[config.mk]
export PLATFORM = sky130hd
export DESIGN_NAME = uart_rx_fsm
export DESIGN_NICKNAME = d
export VERILOG_FILES = /design/src/rtl/uart_rx_fsm.sv
export SDC_FILE = /design/constraint.sdc
export NUM_CORES = 1
export LEC_CHECK = 0
export CORE_ASPECT_RATIO = 0.5
export CORE_MARGIN = 2
export CORE_UTILIZATION = 45
export DETAILED_ROUTE_END_ITERATION = 8
export PLACE_DENSITY = 0.69
export SETUP_SLACK_MARGIN = 0.1
export SLEW_MARGIN = 40
export SYNTH_ARGS = -nofsm -noshare
export SYNTH_HDL_FRONTEND = slang
export SYNTH_SLANG_ARGS = --single-unit
[constraint.sdc]
create_clock -name Clk -period 1.8 [get_ports Clk]
set_input_delay 0.54 -clock Clk [delete_from_list [all_inputs] [get_ports Clk]]
set_output_delay 0.54 -clock Clk [all_outputs]
set_load 0.01 [all_outputs]
[src/rtl/uart_rx_fsm.sv]
// uart_rx_fsm: oversampling UART receiver with 3-sample majority vote,
// optional even/odd parity check and stop-bit framing check.
module uart_rx_fsm #(
   parameter int DATA_WIDTH = 8,
   parameter int OVERSAMPLE = 8
) (
   input  logic                  Clk,
   input  logic                  Reset,
   input  logic                  RX_IN,
   input  logic                  Parity_EN,
   input  logic                  Parity_TYPE,
   output logic [DATA_WIDTH-1:0] P_DATA,
   output logic                  Data_Valid,
   output logic                  Parity_Error,
   output logic                  Stop_Error,
   output logic                  Busy
);
   localparam int EW = $clog2(OVERSAMPLE);
   localparam int BW = $clog2(DATA_WIDTH);
   localparam int M = OVERSAMPLE / 2;
   localparam logic [EW-1:0] E_ONE  = EW'(1);
   localparam logic [EW-1:0] E_PRE  = EW'(M - 1);
   localparam logic [EW-1:0] E_MID  = EW'(M);
   localparam logic [EW-1:0] E_VOTE = EW'(M + 1);
   localparam logic [EW-1:0] E_LAST = EW'(OVERSAMPLE - 1);
   localparam logic [BW-1:0] B_LAST = BW'(DATA_WIDTH - 1);

   typedef enum logic [2:0] {IDLE, START, DATA, PARITY, STOP, WAIT_HIGH} state_t;

   state_t                state_q, state_d;
   logic [1:0]            sync_q;
   logic                  rx_s;
   logic [EW-1:0]         edge_q, edge_d;
   logic [BW-1:0]         bit_q, bit_d;
   logic [DATA_WIDTH-1:0] shift_q, shift_d, data_q, data_d;
   logic                  s0_q, s0_d, s1_q, s1_d;
   logic                  pen_q, pen_d, ptype_q, ptype_d, perr_q, perr_d;
   logic                  dv_q, dv_d, pe_q, pe_d, se_q, se_d, busy_q;
   logic                  vote, at_vote, at_last;

   assign rx_s    = sync_q[1];
   assign at_vote = edge_q == E_VOTE;
   assign at_last = edge_q == E_LAST;
   // third sample is the live line value in the vote cycle
   assign vote    = (s0_q & s1_q) | (s0_q & rx_s) | (s1_q & rx_s);

   always_comb begin
      state_d = state_q;
      edge_d  = at_last ? '0 : edge_q + 1'b1;
      bit_d   = bit_q;
      shift_d = shift_q;
      data_d  = data_q;
      s0_d    = edge_q == E_PRE ? rx_s : s0_q;
      s1_d    = edge_q == E_MID ? rx_s : s1_q;
      pen_d   = pen_q;
      ptype_d = ptype_q;
      perr_d  = perr_q;
      dv_d    = 1'b0;
      pe_d    = 1'b0;
      se_d    = 1'b0;
      unique case (state_q)
         IDLE: begin
            edge_d = '0;
            if (!rx_s) begin
               state_d = START;
               edge_d  = E_ONE;
               pen_d   = Parity_EN;
               ptype_d = Parity_TYPE;
               perr_d  = 1'b0;
            end
         end
         START: begin
            if (at_vote && vote) state_d = IDLE;
            else if (at_last) begin
               state_d = DATA;
               bit_d   = '0;
            end
         end
         DATA: begin
            if (at_vote) shift_d = {vote, shift_q[DATA_WIDTH-1:1]};
            if (at_last) begin
               if (bit_q == B_LAST) state_d = pen_q ? PARITY : STOP;
               else bit_d = bit_q + 1'b1;
            end
         end
         PARITY: begin
            if (at_vote) perr_d = vote != ((^shift_q) ^ ptype_q);
            if (at_last) state_d = STOP;
         end
         STOP: begin
            // results are taken mid-stop-bit so IDLE is back before the next start edge
            if (at_vote) begin
               se_d    = ~vote;
               pe_d    = perr_q;
               dv_d    = vote & ~perr_q;
               data_d  = dv_d ? shift_q : data_q;
               state_d = vote ? IDLE : WAIT_HIGH;
            end
         end
         WAIT_HIGH: begin
            edge_d = '0;
            if (rx_s) state_d = IDLE;
         end
         default: state_d = IDLE;
      endcase
   end

   always_ff @(posedge Clk or posedge Reset) begin
      if (Reset) begin
         state_q <= IDLE;
         sync_q  <= 2'b11;
         edge_q  <= '0;
         bit_q   <= '0;
         shift_q <= '0;
         data_q  <= '0;
         s0_q    <= 1'b1;
         s1_q    <= 1'b1;
         pen_q   <= 1'b0;
         ptype_q <= 1'b0;
         perr_q  <= 1'b0;
         dv_q    <= 1'b0;
         pe_q    <= 1'b0;
         se_q    <= 1'b0;
         busy_q  <= 1'b0;
      end else begin
         state_q <= state_d;
         sync_q  <= {sync_q[0], RX_IN};
         edge_q  <= edge_d;
         bit_q   <= bit_d;
         shift_q <= shift_d;
         data_q  <= data_d;
         s0_q    <= s0_d;
         s1_q    <= s1_d;
         pen_q   <= pen_d;
         ptype_q <= ptype_d;
         perr_q  <= perr_d;
         dv_q    <= dv_d;
         pe_q    <= pe_d;
         se_q    <= se_d;
         busy_q  <= state_d != IDLE;
      end
   end

   assign P_DATA       = data_q;
   assign Data_Valid   = dv_q;
   assign Parity_Error = pe_q;
   assign Stop_Error   = se_q;
   assign Busy         = busy_q;
endmodule

==> summary by stage <==
Die
The I/O pin total is 17. The die span in x is just over 90 um. The initial utilization of the core area, before any placement, comes to 0.486. The total number of placement rows is 15. The die covers 0.00438 mm2. The height of the die is 47.8 um. The placeable core region is 0.00355 mm2.

Yosys
Yosys printed 0 warnings. The primary flip-flop cell chosen by synthesis mapping is dfrtp_1. Of all flip-flops after synthesis, the portion carrying an async set or reset was 1.00. The post-synthesis sequential element count is 36. Ranked by total cell area, the synthesized netlist is headed by dfrtp_1 46%, mux2_2 14%, dfstp_2 6.1%. The net count of the mapped netlist is about 150. After synthesis the cells add up to 0.00173 mm2. The area share of the leading cell type in the synthesized netlist is 0.464. Yosys mapped a number of flops with a built-in enable equal to 0. In the synthesized netlist, the number of instances is 132. The mean instance size in the synthesized netlist is 13.1 um2. For this run, the register share of the synthesized area comes to 0.525. The count of different cell masters after synthesis is 36. dfrtp_1 takes more of the synthesized area than any other cell.

Timing
In this run the tightest slew margin relative to its limit is 0.714. The final number of max-transition violations was 0. The maximum frequency from static timing analysis is 592 MHz.

Across the routed clock network, the largest skew measured is 5.74 ps. Across all hold checks on the routed design, the worst slack comes to 356 ps. Setup repair after global routing could not meet its margin everywhere. The total setup violations reported at the end of the flow is 0.

The pin slew with the least headroom to its limit is 430 ps. Subtracting the final worst setup slack from the clock period gives ~1700 ps. The fraction of the cycle the final worst path needs is 0.939. The number of hold violations in the final report is 0.

Worst setup path
The maximum cell stage delay along the critical path is 390 ps. Data on the critical path is required at its endpoint by 1960 ps. The worst setup path is captured at a flip-flop. The critical-path cell with the highest stage delay is dfrtp_1. The type of origin of the critical path is a flip-flop. The signal on the critical path passes through buf_4, ha_4, ha_2, nand4b_1, a21oi_2, a2111oi_4, o221ai_2. For the worst setup path, the data arrival time is ~1900 ps. The worst setup path is of the flip-flop to flip-flop kind. In this run the worst path has a maximum fanout of 4.

Global routing
The number of antenna violations at the first check in global routing is 0. The first global-routing pass estimated 4.71 mm of wire. The number of global-route vias before repair is 1057. For this run, global-route usage on met2 was measured as 0.257. In the global route stage, met1 resource usage came out at 0.174. The overflow left after global routing is 0. The global routing usage summed across all routing layers is 0.147. Entering global routing, the biggest net connects 37 pins. In the global route stage, met3 resource usage came out at 0.0378. The layer with the highest usage after global routing is met2.

Route
After detailed routing, the total wire length is 2.86 mm. The vias per cell is 5.05. The average wire per standard cell is 13.3 um. The number of DRC markers after the initial detailed-route iteration is 35.

For this block, the via count after detailed routing is 1080. After detailed routing, the number of remaining DRC violations is 0. Once detail routing completed, the nets flagged for antenna violations numbered 0.

The first-pass detailed-route iteration total is 4.

Power and ir drop
The power per cell area is 1150 mW/mm2. VDD sags by at most 0.429 mV. The overall power is 2500 uW.

The analysis attributes to cell leakage a power of 0.00108 uW.

Clock network
The number of clock sinks seen by CTS is 36. For the worst-skew pair, the clock arrives at the later sink with an insertion delay of 290 ps. TritonCTS built the clock tree. The clock-pin transition on the worst setup and hold timing paths is 70 ps. The number of H-tree levels is 2. The maximum clock insertion buffer count is 2. The number of buffers added by the clock tree synthesis step is 5.

CTS placed an instance of clkbuf_8 at the clock tree root.

Place
At the end of routability-driven placement, the weighted congestion stood at 0.828. The port buffer count is 16. The HPWL after detailed placement is 1.94 mm. The post-detailed-placement cell area is 0.00199 mm2.

Final layout
Counting the fill cells in the layout gives about 280. The most common cell after layout, fill and taps aside is dfrtp_1. Leaving out fill and tap cells, the most frequent cells in the layout are 31 x dfrtp_1, 21 x mux2_2, 10 x buf_4. From synthesis to final layout, the design area changed by 26.0%. The final antenna diode count is 0. The share of layout cells above drive strength 1 is 0.350.

At the end of the flow, the number of nets in the layout was 175. The cell area after layout is 0.00217 mm2.

Run
The max-cap check violation count is 0.

Status
The run finished with clean final reports.

Hold path
The class of the tightest hold or removal check is flip-flop to flip-flop.
[cells by family (layout without fill, tap and decap cells)]
family | Yosys count | in the layout | synth area share
fa+ha+maj | 9 | 9 | 0.0660
mux | 21 | 21 | 0.137
buf+inv | 12 | 43 | 0.0312
compound gates | 16 | 16 | 0.0798
simple gates | 29 | 29 | 0.107
xor+xnor | 9 | 9 | 0.0537
flops | 36 | 36 | 0.525
[state kept, by name (all words and copies together) (netlist names)]
signal        flops
Busy              1
Data_Valid        1
P_DATA            8
Parity_Error      1
Stop_Error        1
bit_q             3
edge_q            3
pen_q             1
perr_q            1
ptype_q           1
s0_q              1
s1_q              1
shift_q           8
state_q           3
sync_q            2
[critical path: cells and delay by family (launching register included)]
kind | cells | cell delay, ps
AOI/OAI and AO/OA | 3 | 530
adders and majority gates | 2 | 360
DFF | 1 | 390
and+or+nand+nor | 1 | 120
buffers and inverters | 1 | 140
[area by class of cell]
type / instances / area, um2 / share of cell area
well taps: 51 / 63.8 / 0.0294
clock inverters: 3 / 42.5 / 0.0196
flip-flops and latches: 36 / 907 / 0.417
inverters: 8 / 30.0 / 0.0138
multi-input cells: 84 / 810 / 0.372
clock buffers: 5 / 68.8 / 0.0317
repair buffers: 27 / 251 / 0.116
[through the flow]
step / cells / worst slack [ps] / utilization / TNS [ps]
final: 214 / 110 / 0.613 / 0
after global placement: 202 / 65.6 / 0.561 / 0
after detailed placement: 202 / -8.11 / 0.561 / -8.11
after floorplan: 132 / 125 / - / 0
after global routing: 214 / 12.8 / 0.613 / 0
after CTS: 212 / 82.3 / 0.595 / 0
[per-layer routing]
metal	share of wire	up-vias
met5	0	-
met4	0.015	0
met3	0.030	5
met2	0.48	15
met1	0.48	532
li1	-	528
[synthesized netlist by cell type (3+ instances only)]
library cell and instances:
o21ai_0 3, dfstp_2 4, a21oi_1 4, ha_1 8
xnor2_1 6, inv_1 8, mux2_2 21, nor2_1 9
dfrtp_1 32, nand3_1 3
[final timing paths]
path                                start        end  slack [ps]  cells past startpoint
worst max register to register  edge_q[1]       Busy         110                      7
min in group asynchronous           Reset     perr_q         600                      3
max in group asynchronous           Reset       s1_q         950                      3
worst min-delay path            sync_q[0]  sync_q[1]         360                      0
worst max-delay path            edge_q[1]       Busy         110                      7
worst min register to register  sync_q[0]  sync_q[1]         360                      0
[power breakdown]
group	switching (uW)	total (uW)	leakage [uW]	internal, uW
combinational	338	718	0.000555	379
sequential	146	1090	0.000473	939
clock	292	701	0.0000541	410
total	776	2500	0.00108	1730
[what timing repair did]
item,in CTS,in global routing
hold buffers,0,0
resized for setup,11,13
buffers inserted,2,2
pin swaps,1,3
setup endpoints to repair,12,18
endpoints found under the hold margin,0,0
(Power assumes the default switching activity.)
